--- src/rtl/spike_net_pkg.sv ---
// Shared types and helpers for the spiking pixel classifier.
// Weights are WIDTH+1 bits: MSB selects inhibitory, low WIDTH bits are the magnitude.
package spike_net_pkg;

  localparam int DEF_WIDTH       = 8;
  localparam int DEF_HEIGHT      = 7;
  localparam int DEF_STIM_PERIOD = 4;
  localparam int DEF_THRESHOLD   = 16;

  typedef logic [DEF_WIDTH:0] weight_t;

  localparam weight_t EXC_60 = 9'd60;
  localparam weight_t INH_4  = 9'd260;

  localparam logic [DEF_HEIGHT*(DEF_WIDTH+1)-1:0] DEF_WEIGHTS =
    {EXC_60, EXC_60, EXC_60, INH_4, INH_4, INH_4, INH_4};

  function automatic logic is_inhib(input logic [31:0] w, input int width);
    return w[width];
  endfunction

  function automatic logic [31:0] magnitude(input logic [31:0] w, input int width);
    return w & ((32'd1 << width) - 32'd1);
  endfunction

  // Counter width for a modulus; a modulus of 1 still needs one bit.
  function automatic int cnt_bits(input int modulus);
    return (modulus > 1) ? $clog2(modulus) : 1;
  endfunction

endpackage

--- src/rtl/spike_pixel_network_divider.sv ---
// Event-counting spike divider: fires on the event that completes a run of mag events.
// A magnitude of 0 never fires and keeps the counter parked at zero.
module spike_divider #(
  parameter int WIDTH = 8
) (
  input  logic             clk,
  input  logic             rst,
  input  logic [WIDTH-1:0] mag,
  input  logic             ev,
  output logic             fire
);

  localparam logic [WIDTH-1:0] ONE = WIDTH'(1);

  logic [WIDTH-1:0] cnt_q, cnt_d;
  logic             mag_zero;

  always_comb begin
    mag_zero = (mag == '0);
    fire     = ev && !mag_zero && (cnt_q == mag - ONE);
    cnt_d    = cnt_q;
    if (ev) begin
      cnt_d = (fire || mag_zero) ? '0 : cnt_q + ONE;
    end
  end

  always_ff @(posedge clk) begin
    if (rst) begin
      cnt_q <= '0;
    end else begin
      cnt_q <= cnt_d;
    end
  end

endmodule

--- src/rtl/spike_pixel_network.sv ---
// Spiking classifier: per-pixel dividers gated by a periodic stimulus feed an
// integrate-and-fire output neuron. All slow timing is done with clock enables.
module spike_pixel_network
  import spike_net_pkg::*;
#(
  parameter int                              WIDTH       = DEF_WIDTH,
  parameter int                              HEIGHT      = DEF_HEIGHT,
  parameter logic [HEIGHT*(WIDTH+1)-1:0]     WEIGHTS     = DEF_WEIGHTS,
  parameter int                              STIM_PERIOD = DEF_STIM_PERIOD,
  parameter int                              THRESHOLD   = DEF_THRESHOLD
) (
  input  logic              clk,
  input  logic              rst,
  input  logic [HEIGHT-1:0] pixels,
  output logic              neuron_out
);

  localparam int TICK_W = cnt_bits(HEIGHT);
  localparam int STIM_W = cnt_bits(STIM_PERIOD);
  localparam int ACC_W  = $clog2(THRESHOLD + HEIGHT) + 1;
  localparam int POP_W  = $clog2(HEIGHT + 1);

  localparam logic [TICK_W-1:0] TICK_LAST = TICK_W'(HEIGHT - 1);
  localparam logic [STIM_W-1:0] STIM_LAST = STIM_W'(STIM_PERIOD - 1);
  localparam logic [ACC_W:0]    THRESH_X  = (ACC_W + 1)'(THRESHOLD);
  localparam logic [ACC_W:0]    ACC_MAX   = {1'b0, {ACC_W{1'b1}}};

  logic [TICK_W-1:0] tick_cnt_q, tick_cnt_d;
  logic [STIM_W-1:0] stim_cnt_q, stim_cnt_d;
  logic              tick, stim;
  logic [HEIGHT-1:0] fire, po;
  logic [POP_W-1:0]  pop;
  logic [ACC_W:0]    sum;
  logic [ACC_W-1:0]  acc_q, acc_d;
  logic              neuron_out_q, neuron_out_d;

  always_comb begin
    tick       = (tick_cnt_q == TICK_LAST);
    stim       = tick && (stim_cnt_q == STIM_LAST);
    tick_cnt_d = tick ? '0 : tick_cnt_q + TICK_W'(1);
    stim_cnt_d = stim_cnt_q;
    if (tick) begin
      stim_cnt_d = (stim_cnt_q == STIM_LAST) ? '0 : stim_cnt_q + STIM_W'(1);
    end
  end

  always_ff @(posedge clk) begin
    if (rst) begin
      tick_cnt_q <= '0;
      stim_cnt_q <= '0;
    end else begin
      tick_cnt_q <= tick_cnt_d;
      stim_cnt_q <= stim_cnt_d;
    end
  end

  for (genvar gi = 0; gi < HEIGHT; gi++) begin : g_pixel
    localparam logic [WIDTH:0]   W_I   = WEIGHTS[gi*(WIDTH+1) +: (WIDTH+1)];
    localparam logic [WIDTH-1:0] MAG_I = WIDTH'(magnitude(32'(W_I), WIDTH));

    logic ev;
    assign ev = stim & pixels[gi];

    spike_divider #(
      .WIDTH (WIDTH)
    ) u_div (
      .clk  (clk),
      .rst  (rst),
      .mag  (MAG_I),
      .ev   (ev),
      .fire (fire[gi])
    );

    if (is_inhib(32'(W_I), WIDTH)) begin : g_inh
      // Passes every stimulus except the one on which its own divider fires.
      assign po[gi] = stim & ~fire[gi];
    end else begin : g_exc
      logic pend_q, pend_d;

      // A fire on the releasing tick re-arms the latch for the following tick.
      always_comb begin
        pend_d = fire[gi] | (pend_q & ~tick);
      end

      always_ff @(posedge clk) begin
        if (rst) begin
          pend_q <= 1'b0;
        end else begin
          pend_q <= pend_d;
        end
      end

      assign po[gi] = pend_q & tick;
    end
  end

  always_comb begin
    pop = '0;
    for (int i = 0; i < HEIGHT; i++) begin
      pop = pop + POP_W'(po[i]);
    end
    sum = {1'b0, acc_q} + (ACC_W + 1)'(pop);
    if (sum >= THRESH_X) begin
      neuron_out_d = 1'b1;
      acc_d        = '0;
    end else begin
      neuron_out_d = 1'b0;
      acc_d        = (sum > ACC_MAX) ? ACC_MAX[ACC_W-1:0] : sum[ACC_W-1:0];
    end
  end

  always_ff @(posedge clk) begin
    if (rst) begin
      acc_q        <= '0;
      neuron_out_q <= 1'b0;
    end else begin
      acc_q        <= acc_d;
      neuron_out_q <= neuron_out_d;
    end
  end

  assign neuron_out = neuron_out_q;

endmodule

--- config.mk ---
export PLATFORM = sky130hd
export DESIGN_NAME = spike_pixel_network
export DESIGN_NICKNAME = d
export VERILOG_FILES = /design/src/rtl/spike_net_pkg.sv /design/src/rtl/spike_pixel_network_divider.sv /design/src/rtl/spike_pixel_network.sv
export SDC_FILE = /design/constraint.sdc
export NUM_CORES = 1
export LEC_CHECK = 0
export ABC_AREA = 1
export CAP_MARGIN = 15
export CELL_PAD_IN_SITES_DETAIL_PLACEMENT = 1
export CELL_PAD_IN_SITES_GLOBAL_PLACEMENT = 1
export CORE_MARGIN = 2
export CORE_UTILIZATION = 41
export DETAILED_ROUTE_END_ITERATION = 8
export MAX_ROUTING_LAYER = met4
export PLACE_DENSITY_LB_ADDON = 0.1
export RECOVER_POWER = 25
export REMOVE_ABC_BUFFERS = 1
export SLEW_MARGIN = 20
export SYNTH_ARGS = -nofsm -noshare
export SYNTH_HDL_FRONTEND = slang
export SYNTH_SLANG_ARGS = --single-unit
--- constraint.sdc ---
create_clock -name clk -period 4.1 [get_ports clk]
set_clock_uncertainty 0.05 [all_clocks]
set_input_delay 0.615 -clock clk [delete_from_list [all_inputs] [get_ports clk]]
set_output_delay 0.615 -clock clk [all_outputs]
set_load 0.01 [all_outputs]
==> results of run 1 <==
## kinds of logic (layout without fill, tap and decap cells)
logic type	count (synthesis)	in the layout	share of synthesized area, %
AOI/OAI and AO/OA	52	52	7.47
other	1	2	0.0949
DFF	71	71	36.0
xor gates and xnor gates	18	18	3.99
buffers and inverters	77	115	8.45
and+or+nand+nor	301	301	36.6
adders and majority gates	21	21	7.41
## cell type report
cell class | instances | area, sq um
Fill cell | 1180 | 4710
Multi-Input combinational cell | 394 | 2280
Sequential cell | 71 | 1420
Inverter | 70 | 290
Timing Repair Buffer | 29 | 253
Tap cell | 129 | 161
Clock buffer | 13 | 149
Clock inverter | 3 | 18.8
## flip-flops by register name (all words and copies together) (netlist names)
register	count
acc_q	6
g_pixel.u_div.cnt_q	56
neuron_out	1
g_pixel.g_exc.pend_q	3
tick_cnt_q	3
stim_cnt_q	2
## layer usage
metal,track usage [%],vias to the layer above
met5,-,-
met4,6.77,0
met3,2.74,7
met2,30.7,12
met1,22.9,1627
li1,-,1805
## cells in the final DEF, fill, tap and decap left out, types with 3 or more instances in the layout
cell,instances
clkbuf_1,3
a21oi_1,33
inv_1,60
nor3b_1,3
buf_4,19
ha_1,14
nand2_1,117
nand3_2,4
clkinv_4,5
nand4_1,20
inv_2,3
xor2_1,12
nand3_1,44
clkdlybuf4s50_1,9
nand2_4,6
nor2_2,10
nor2_1,68
clkbuf_8,10
o21bai_2,3
o21ai_0,9
nor3_1,15
dfxtp_1,70
fa_1,3
xnor2_1,5
nand2_8,5
o21bai_1,3
## power by group through the flow
| stage | combinational [W] | clock (W) | sequential (W) |
|---|---|---|---|
| 2_1_floorplan | 0.0000140 | 0 | 0.000712 |
| 3_3_place_gp | 0.0000384 | 0 | 0.000713 |
| 3_5_place_dp | 0.0000394 | 0 | 0.000713 |
| 4_1_cts | 0.0000396 | 0.000517 | 0.000697 |
| 5_1_grt | 0.0000489 | 0.000545 | 0.000698 |
| 6_report | 0.0000438 | 0.000493 | 0.000698 |
## final timing paths
check,from,end,depth (start not counted)
worst max register to register,stim_cnt_q[0]$_SDFFE_PP0N_,acc_q[0]$_SDFF_PP0_,19
worst max-delay path,stim_cnt_q[0]$_SDFFE_PP0N_,acc_q[0]$_SDFF_PP0_,19
worst min-delay path,tick_cnt_q[0]$_SDFF_PP0_,tick_cnt_q[0]$_SDFF_PP0_,1
worst min register to register,tick_cnt_q[0]$_SDFF_PP0_,tick_cnt_q[0]$_SDFF_PP0_,1
## repair_timing
action	CTS	global route
pin swaps	0	10
endpoints found under the setup margin	4	5
setup buffers	0	6
gates resized for setup	1	22
## metrics by stage
stage / power, W / instances / area (sq um)
6_report: 0.00123 / 709 / 4570
2_1_floorplan: 0.000727 / 535 / 3910
3_5_place_dp: 0.000752 / 687 / 4280
5_1_grt: 0.00129 / 709 / 4570
4_1_cts: 0.00125 / 703 / 4450
3_3_place_gp: 0.000751 / 687 / 4280
## critical path: stages (launching register included)
cell and delay (ns):
dfxtp_1 0.36, ha_2 0.21, inv_1 0.07, nor2_4 0.11, buf_12 0.15, nand2_8 0.06
inv_6 0.05, nand4_1 0.10, nand2_1 0.11, fa_1 0.43, fa_1 0.51, inv_2 0.04
fa_1 0.48, ha_2 0.22, fa_2 0.40, nand3_2 0.10, nand2_2 0.06, and3_4 0.18
nor2_2 0.10, nor2_1 0.05
==> key figures, run 1 <==
Pwr
  – Part of the power in the clock network: 39.9%
  – Sequential share of power: 56.5%
  – Combinational power share: 3.5%
  – Internal power summed over all cells: 0.000947 W
  – Net switching share of the total power: 23.3%
  – Leak Pwr: 1.95 nW
  – Net switching component of the power: 0.000287 W
  – Highest ir drop seen on vdd: 0.133 mV
  – Power per cell area: 270 nW/um^2

Clock tree
  – Number of H-tree branching levels: 3
  – Worst-skew pair later-pin latency: 0.34 ns
  – Clock tree from TritonCTS: yes
  – Hold-fix buffers, CTS: 0
  – Maximum clock path buffer count: 2
  – Number of clock buffers inserted by TritonCTS: 9
  – Cell at the root of the clock tree: clkbuf_8
  – Clock transition at the register clock pins on the worst setup and hold paths after CTS: 0.08 ns
  – Clock tree sinks: 71

Synth
  – Fraction of post-synthesis cell area in the top cell type by area: 36.0%
  – Warning count from the yosys run: 0
  – Leading cell type by number of instances after synthesis: nand2_1
  – Distinct cell type count of the synthesized netlist: 36
  – Number of enable flip-flop cells after synthesis: 0
  – FF+latch count, synth: 71
  – Post-synth top flop: dfxtp_1
  – Cell types with the largest area share after synthesis: dfxtp_1, nand2_1, nor2_1, nand3_1, inv_1
  – Leading area contributor after synthesis: dfxtp_1
  – Avg Cell Area, Syn: 7.31 sq um
  – Fraction of registers with async set/reset: 0%
  – Portion of the post-synthesis area used by sequential elements: 36.0%
  – Leading cell types by count after synthesis: nand2_1, nor2_1, dfxtp_1
  – Instance count of the mapped netlist: 541
  – Cell area after synthesis: 3950 sq um

Route
  – Met2 routed WL: 4.47 mm
  – Average wire per standard cell: 12.5 microns
  – 1st-iter DRT viols: 85
  – Number of routed nets with antenna violations: 0
  – Detailed-router iteration count before antenna repair: 4
  – Drc violations: 0
  – Total routed wire length on the met1 layer: 4.22 mm
  – Via count: 3451
  – Final WL: 8.88 mm
  – Detail-routed via count per cell: 4.87
  – Met3 layer wire length in the routed design: 119 microns
  – Uppermost metal layer occupied by signal nets: met4

STA
  – Hold slack final: 0.375 ns
  – Relative slew margins: 55.5%
  – Total count of hold-check failures in the final report: 0
  – Ratio of final minimum period to clock period: 95.6%
  – Final max-slew violation count: 0
  – Worst setup slack after layout: 0.178 ns
  – Final sum of negative setup slack: 0 ns
  – Minimum period implied by the final worst setup slack: 3.92 ns
  – Actual transition at the worst max-transition pin: 0.663 ns
  – Endpoints failing setup: 0
  – Maximum clock rate: 255 MHz

Die
  – Core area: 9280 sq um
  – Row count: 35
  – Die height: 102 microns
  – Initial core utilization: 42.6%
  – Number of ports placed on the die boundary: 10
  – Die width: 102 microns
  – Die area: 10400 sq um

Global route
  – Pin count of the biggest net entering global routing: 36
  – Number of antenna violations at the first check in global routing: 0
  – Via count of the first global-routing pass: 3469
  – Final global-route overflow total: 0
  – Global router's overall resource usage: 18.5%
  – Wire length of the first global-routing pass: 15.0 mm

Final layout
  – Proportion of layout cells with a drive suffix above 1: 14.7%
  – Finished Core Util: 49.3%
  – Total number of nets in the final design: 605
  – Layout overhead on the synthesized area: 15.7%
  – Number of inserted diodes: 0

Critical path
  – Crit path capture type: register
  – Startpoint type of the worst setup path: register
  – CP Data Arrival Time: 4.11 ns
  – Class of the most critical setup path: reg -> reg
  – Worst-path maximum fanout: 6
  – Data required time at the worst endpoint: 4.29 ns
  – Register-to-register path setup slack: 0.18 ns

Run status
  – Run status: finished, final reports clean

Placed design
  – Detailed-placement wirelength estimate: 6.46 mm
  – Port bufs: 9
  – Routability congestion estimate from global placement: 0.800
  – Setup WS pre-CTS: -0.306 ns

Worst hold path
  – Worst hold-check path type: reg -> reg

Flow run
  – # Max-Cap Violations: 0
Note: power is estimated with default switching activity, not from simulation.
==> run 2: changes to the inputs <==
--- a/config.mk
+++ b/config.mk
@@ -10,10 +10,11 @@
 export CELL_PAD_IN_SITES_DETAIL_PLACEMENT = 1
 export CELL_PAD_IN_SITES_GLOBAL_PLACEMENT = 1
 export CORE_MARGIN = 2
-export CORE_UTILIZATION = 41
+export CORE_UTILIZATION = 43
+export CTS_BUF_LIST = sky130_fd_sc_hd__clkbuf_4 sky130_fd_sc_hd__clkbuf_8
 export DETAILED_ROUTE_END_ITERATION = 8
 export MAX_ROUTING_LAYER = met4
-export PLACE_DENSITY_LB_ADDON = 0.1
+export PLACE_DENSITY_LB_ADDON = 0.3
 export RECOVER_POWER = 25
 export REMOVE_ABC_BUFFERS = 1
 export SLEW_MARGIN = 20
==> run 2 against run 1 <==
Register-to-register slack got worse by 0.12 ns. Sequential share of layout area rose by 0.16 points. Count of clock-buffer cells in the layout fell by 2. Final cell count fell by 3.4%. Worst setup slack got worse by 0.12 ns. Via count rose by 3.7%. Wire length rose by 9.7%. Global-route usage rose by 2.4 points. Maximum frequency fell by 3.1%. Total power rose by 1.4%.
==> key figures, run 2 (same netlist as run 1, synthesis figures left out) <==
Clock tree
  – Clock transition at the register clock pins on the worst setup and hold paths after CTS: 0.08 ns (about the same)
  – Clock tree sinks: 71 (unchanged)
  – Cell at the root of the clock tree: clkbuf_8
  – Maximum clock path buffer count: 2 (unchanged)
  – Number of H-tree branching levels: 3 (unchanged)
  – Hold-fix buffers, CTS: 0 (unchanged)
  – Number of clock buffers inserted by TritonCTS: 9 (unchanged)
  – Clock tree from TritonCTS: yes
  – Worst-skew pair later-pin latency: 0.34 ns (about the same)

Final layout
  – Leading cell type in the layout, fill and taps excluded: nand2_1
  – Most frequent cells in the layout: nand2_1, dfxtp_1, nor2_1
  – Max FFs per register: 56 (unchanged)
  – Number of inserted diodes: 0 (unchanged)
  – Top register by number of flip-flops: g_pixel.u_div.cnt_q
  – Number of cells in the finished layout apart from fillers: 685 (-3.4%)
  – Proportion of layout cells with a drive suffix above 1: 15.3% (+0.60 points)
  – Largest registers in the final layout: g_pixel.u_div.cnt_q x56, acc_q x6
  – Total number of nets in the final design: 604 (-0.17%)
  – Layout overhead on the synthesized area: 15.4%

Route
  – Detailed-router iteration count before antenna repair: 4 (unchanged)
  – Via count: 3578 (+3.7%)
  – Number of routed nets with antenna violations: 0 (unchanged)
  – 1st-iter DRT viols: 77 (-9.4%)
  – Detail-routed via count per cell: 5.22 (+7.3%)
  – Final WL: 9.74 mm (+9.7%)
  – Drc violations: 0 (unchanged)
  – Average wire per standard cell: 14.2 microns (+14%)

Pwr
  – Net switching component of the power: 0.000295 W (+2.9%)
  – Highest ir drop seen on vdd: 0.135 mV (+1.2%)
  – Net switching share of the total power: 23.6% (+0.34 points)
  – Sequential share of power: 55.8% (-0.7 points)
  – Part of the power in the clock network: 40.8% (+0.9 points)
  – Leak Pwr: 1.95 nW (-0.35%)
  – Power per cell area: 275 nW/um^2 (+1.7%)
  – Internal power summed over all cells: 0.000956 W (+0.92%)
  – Post-layout power: 0.00125 W (+1.4%)
  – Combinational power share: 3.5% (about the same)

Critical path
  – Worst-path maximum fanout: 8 (+2)
  – CP dominant cell by count: fa_1
  – Cell breakdown of the critical path: inv_2, ha_4, nand2_4, nor2_4, buf_12, nand2_8, clkinv_4, nand4_1, nand2_1, fa_1, fa_1, inv_2, fa_1, ha_2, fa_2, a21oi_2, o21bai_1, nand2_2, nand3_4, nor2_1
  – Buffers plus inverters on the worst setup path: 4 (unchanged)
  – CP Data Arrival Time: 4.26 ns (+0.15 ns)
  – Cell type group with the largest total delay on the critical path: adder cells
  – Class of the most critical setup path: reg -> reg
  – Startpoint type of the worst setup path: register
  – Critical path's largest stage delay: 0.51 ns (about the same)
  – Master of the slowest instance on the critical path: fa_1
  – Crit path capture type: register
  – Data required time at the worst endpoint: 4.32 ns (+0.03 ns)

Global route
  – Pin count of the biggest net entering global routing: 36 (unchanged)
  – Via count of the first global-routing pass: 3817 (+10%)
  – Final global-route overflow total: 0 (unchanged)
  – Number of antenna violations at the first check in global routing: 0 (unchanged)
  – Wire length of the first global-routing pass: 16.5 mm (+9.7%)
  – Global router's overall resource usage: 20.9% (+2.4 points)

STA
  – Endpoints failing setup: 0 (unchanged)
  – Ratio of final minimum period to clock period: 98.7% (+3.0 points)
  – Maximum clock rate: 247 MHz (-3.1%)
  – RSZ-0062 raised after global routing: yes
  – Final max-slew violation count: 0 (unchanged)
  – Actual transition at the worst max-transition pin: 0.628 ns (-0.0357 ns)
  – Minimum period implied by the final worst setup slack: 4.05 ns (+0.124 ns)
  – Relative slew margins: 57.9% (+2.4 points)
  – Total count of hold-check failures in the final report: 0 (unchanged)

Die
  – Number of ports placed on the die boundary: 10 (unchanged)
  – Die height: 99.9 microns (-2.3%)
  – Row count: 34 (-2.9%)
  – Die width: 99.9 microns (-2.3%)
  – Die area: 9980 sq um (-4.5%)
  – Initial core utilization: 44.9% (+2.3 points)
  – Core area: 8810 sq um (-5.1%)

Flow run
  – # Max-Cap Violations: 0 (unchanged)

Placed design
  – Port bufs: 9 (unchanged)
  – Number of instances in the placed design: 664 (-3.3%)
  – Detailed-placement wirelength estimate: 6.91 mm (+7.0%)
  – Routability congestion estimate from global placement: 0.838 (+4.7%)

Run status
  – Run status: finished, final reports clean

Worst hold path
  – Worst hold-check path type: reg -> reg
-- run 2: timing repair --
item / CTS / global route
setup buffers: 1 / 6
gates resized for setup: 8 / 19
endpoints found under the setup margin: 5 / 5
pin swaps: 2 / 13
endpoints found under the hold margin: 0 / 0
-- run 2: layer usage --
layer  GRT usage [%]  share of wire [%]
met1            23.5                 43
met2            37.8                 54
met3            2.92                2.4
met4            7.69               0.95
met5               -                  0
-- run 2: power groups by stage --
stage / clock [W] / sequential, W / combinational, W
after detailed placement: 0 / 0.000713 / 0.0000395
after global routing: 0.000544 / 0.000699 / 0.0000485
after CTS: 0.000518 / 0.000697 / 0.0000401
after floorplan: 0 / 0.000712 / 0.0000140
final: 0.000510 / 0.000698 / 0.0000434
after global placement: 0 / 0.000713 / 0.0000380
-- run 2: final timing paths --
| kind | startpoint | end | slack, ns | cells after the start |
|---|---|---|---|---|
| max | tick_cnt_q[0]$_SDFF_PP0_ | acc_q[2]$_SDFF_PP0_ | 0.05 | 20 |
| min | tick_cnt_q[0]$_SDFF_PP0_ | tick_cnt_q[0]$_SDFF_PP0_ | 0.41 | 1 |
| max reg2reg | tick_cnt_q[0]$_SDFF_PP0_ | acc_q[2]$_SDFF_PP0_ | 0.05 | 20 |
| min reg2reg | tick_cnt_q[0]$_SDFF_PP0_ | tick_cnt_q[0]$_SDFF_PP0_ | 0.41 | 1 |
-- run 2: cell type report --
cell class	count	area, sq um
Fill cell	1134	4250
Multi-Input combinational cell	394	2290
Sequential cell	71	1430
Inverter	70	290
Timing Repair Buffer	28	245
Clock buffer	11	151
Tap cell	108	135
Clock inverter	3	20.0
-- run 2: through the flow --
| stage | hold WS, ns | worst slack [ns] | TNS (ns) | utilization, % | cell area, sq um |
|---|---|---|---|---|---|
| after floorplan | 0.367 | -0.219 | -0.987 | - | 3910 |
| after global placement | 0.380 | -0.225 | -0.996 | 48.2 | 4240 |
| after detailed placement | 0.404 | -0.417 | -1.86 | 48.2 | 4240 |
| after CTS | 0.390 | -0.0117 | -0.0117 | 50.4 | 4440 |
| after global routing | 0.422 | -0.138 | -0.465 | 51.8 | 4560 |
| final | 0.408 | 0.0549 | 0 | 51.8 | 4560 |
-- run 2: worst register-to-register path: stages (launching register included) --
cell      delay [ns]
dfxtp_2         0.34
inv_2           0.07
ha_4            0.14
nand2_4         0.05
nor2_4          0.14
buf_12          0.16
nand2_8         0.06
clkinv_4        0.04
nand4_1         0.10
nand2_1         0.12
fa_1            0.44
fa_1            0.51
inv_2           0.05
fa_1            0.49
ha_2            0.21
fa_2            0.40
a21oi_2         0.17
o21bai_1        0.09
nand2_2         0.09
nand3_4         0.09
nor2_1          0.13
==> run 3: changes to the inputs <==
--- a/config.mk
+++ b/config.mk
@@ -17,6 +17,7 @@
 export PLACE_DENSITY_LB_ADDON = 0.3
 export RECOVER_POWER = 25
 export REMOVE_ABC_BUFFERS = 1
+export SETUP_SLACK_MARGIN = 0.3
 export SLEW_MARGIN = 20
 export SYNTH_ARGS = -nofsm -noshare
 export SYNTH_HDL_FRONTEND = slang
==> run 3 against run 2 <==
The flow now finishes with violations (max-capacitance violations, max-slew violations). Cell area rose by 0.69%. Via count rose by 1.3%. Sequential power barely moved. Maximum frequency rose by 2.5%. Flip-flop and latch count did not move. Clock power rose by 1%. Final cell count rose by 0.44%. Critical path type is now in -> reg. Critical endpoint is now acc_q[3]$_SDFF_PP0_. Largest cell class unchanged. Highest routed layer unchanged.
==> key figures, run 3 (same netlist as run 1, synthesis figures left out) <==
Run status
  – Run status: complete, but fails checks
  – Failing checks: max-capacitance violations, max-slew violations

Pwr
  – Highest ir drop seen on vdd: 0.143 mV (+6.0%)
  – Power per cell area: 274 nW/um^2 (-0.22%)
  – Leak Pwr: 1.95 nW (+0.36%)

Route
  – 1st-iter DRT viols: 83 (+7.8%)
  – Average wire per standard cell: 14.5 microns (+1.6%)
  – Drc violations: 0 (unchanged)
  – Via count: 3623 (+1.3%)
  – Detail-routed via count per cell: 5.27 (+0.82%)
  – Detailed-router iteration count before antenna repair: 4 (unchanged)
  – Final WL: 9.94 mm (+2.1%)
  – Number of routed nets with antenna violations: 0 (unchanged)

Final layout
  – Top register by number of flip-flops: g_pixel.u_div.cnt_q
  – Total number of nets in the final design: 607 (+0.50%)
  – Leading cell type in the layout, fill and taps excluded: nand2_1
  – Number of inserted diodes: 0 (unchanged)
  – Proportion of layout cells with a drive suffix above 1: 16.4% (+1.1 points)
  – Layout overhead on the synthesized area: 16.1%
  – Max FFs per register: 56 (unchanged)
  – Most frequent cells in the layout: nand2_1, dfxtp_1, nor2_1
  – Largest registers in the final layout: g_pixel.u_div.cnt_q x56, acc_q x6
  – Number of cells in the finished layout apart from fillers: 688 (+0.44%)

Placed design
  – Setup WS pre-CTS: -0.417 ns (unchanged)
  – Routability congestion estimate from global placement: 0.838 (unchanged)
  – Number of instances in the placed design: 664 (unchanged)
  – Detailed-placement wirelength estimate: 6.91 mm (unchanged)
  – Port bufs: 9 (unchanged)

Global route
  – Wire length of the first global-routing pass: 16.8 mm (+1.7%)
  – Number of antenna violations at the first check in global routing: 0 (unchanged)
  – Via count of the first global-routing pass: 3839 (+0.58%)
  – Pin count of the biggest net entering global routing: 36 (unchanged)
  – Final global-route overflow total: 0 (unchanged)
  – Global router's overall resource usage: 21.4% (+0.44 points)

Die
  – Core area: 8810 sq um (unchanged)
  – Number of ports placed on the die boundary: 10 (unchanged)
  – Row count: 34 (unchanged)
  – Die height: 99.9 microns (unchanged)
  – Die area: 9980 sq um (unchanged)
  – Initial core utilization: 44.9% (unchanged)
  – Die width: 99.9 microns (unchanged)

Clock tree
  – Number of clock buffers inserted by TritonCTS: 9 (unchanged)
  – Clock tree from TritonCTS: yes
  – Number of H-tree branching levels: 3 (unchanged)
  – Clock tree sinks: 71 (unchanged)
  – Hold-fix buffers, CTS: 0 (unchanged)
  – Clock transition at the register clock pins on the worst setup and hold paths after CTS: 0.07 ns (about the same)
  – Worst-skew pair later-pin latency: 0.35 ns (about the same)
  – Cell at the root of the clock tree: clkbuf_8
  – Maximum clock path buffer count: 2 (unchanged)

Critical path
  – Crit path capture type: register
  – Class of the most critical setup path: in -> reg
  – Startpoint type of the worst setup path: primary input
  – Register-to-register path setup slack: 0.16 ns (+0.11 ns)
  – Data required time at the worst endpoint: 4.29 ns (-0.03 ns)
  – CP Data Arrival Time: 4.14 ns (-0.12 ns)
  – Worst-path maximum fanout: 4 (-4)

STA
  – RSZ-0062 raised after global routing: yes
  – Actual transition at the worst max-transition pin: 1.81 ns (+1.18 ns)
  – Hold slack final: 0.446 ns (+0.0376 ns)
  – Total count of hold-check failures in the final report: 0 (unchanged)
  – Maximum clock rate: 253 MHz (+2.5%)
  – Relative slew margins: -20.8% (-79 points)
  – Final max-slew violation count: 36 (+36)
  – Minimum period implied by the final worst setup slack: 3.95 ns (-0.0981 ns)
  – Endpoints failing setup: 0 (unchanged)
  – Worst setup slack after layout: 0.153 ns (+0.0981 ns)
  – Ratio of final minimum period to clock period: 96.3% (-2.4 points)

Flow run
  – # Max-Cap Violations: 1 (+1)

Worst hold path
  – Worst hold-check path type: reg -> reg
[run 3: final cells by class]
cell class                      instances  area (sq um)
Sequential cell                        71          1430
Timing Repair Buffer                   31           264
Fill cell                            1130          4220
Clock buffer                           11           151
Clock inverter                          3          20.0
Tap cell                              108           135
Multi-Input combinational cell        394          2300
Inverter                               70           290
[run 3: per-layer routing]
layer / routed length [microns] / track usage, % / up-vias
met5: 0 / - / -
li1: - / - / 1814
met3: 230 / 2.92 / 13
met2: 5190 / 39.0 / 36
met4: 144 / 7.59 / 0
met1: 4370 / 23.8 / 1760
[run 3: final timing paths]
path                                               start                                     end  depth (start not counted)
hold reg to reg   g_pixel[1].u_div.cnt_q[0]$_SDFFE_PP0P_  g_pixel[1].u_div.cnt_q[0]$_SDFFE_PP0P_                          2
setup reg to reg              stim_cnt_q[0]$_SDFFE_PP0N_                     acc_q[3]$_SDFF_PP0_                         19
hold / removal    g_pixel[1].u_div.cnt_q[0]$_SDFFE_PP0P_  g_pixel[1].u_div.cnt_q[0]$_SDFFE_PP0P_                          2
setup / recovery                               pixels[3]                     acc_q[3]$_SDFF_PP0_                         16
[run 3: repair_timing]
item | in CTS | in global routing
hold endpoints to repair | 0 | 0
pin swaps | 15 | 12
resized for setup | 24 | 9
buffers inserted | 5 | 5
endpoints found under the setup margin | 5 | 5
[run 3: power breakdown]
group	total [W]	switching, W	internal [W]
registers	0.000698	0.00000408	0.000694
clock network	0.000515	0.000270	0.000245
logic	0.0000444	0.0000272	0.0000172
[run 3: critical path, stage by stage]
cell and delay (ns):
clkdlybuf4s50_1 0.58, nand2_8 0.07, clkinv_4 0.04, nand4_1 0.10, nand2_1 0.12, fa_1 0.44
fa_1 0.54, inv_2 0.05, fa_1 0.46, ha_2 0.21, fa_2 0.37, nand3_2 0.11
nand2_2 0.08, and3_4 0.19, nor2_2 0.11, nor2_2 0.05
[run 3: through the flow]
stage	utilization, %	setup TNS, ns	area (sq um)	total power [W]
floorplan	-	-0.987	3910	0.000727
global placement	48.2	-0.996	4240	0.000751
detailed placement	48.2	-1.86	4240	0.000752
CTS	51.4	0	4530	0.00126
global route	52.1	-0.0251	4590	0.00129
finish	52.1	0	4590	0.00126
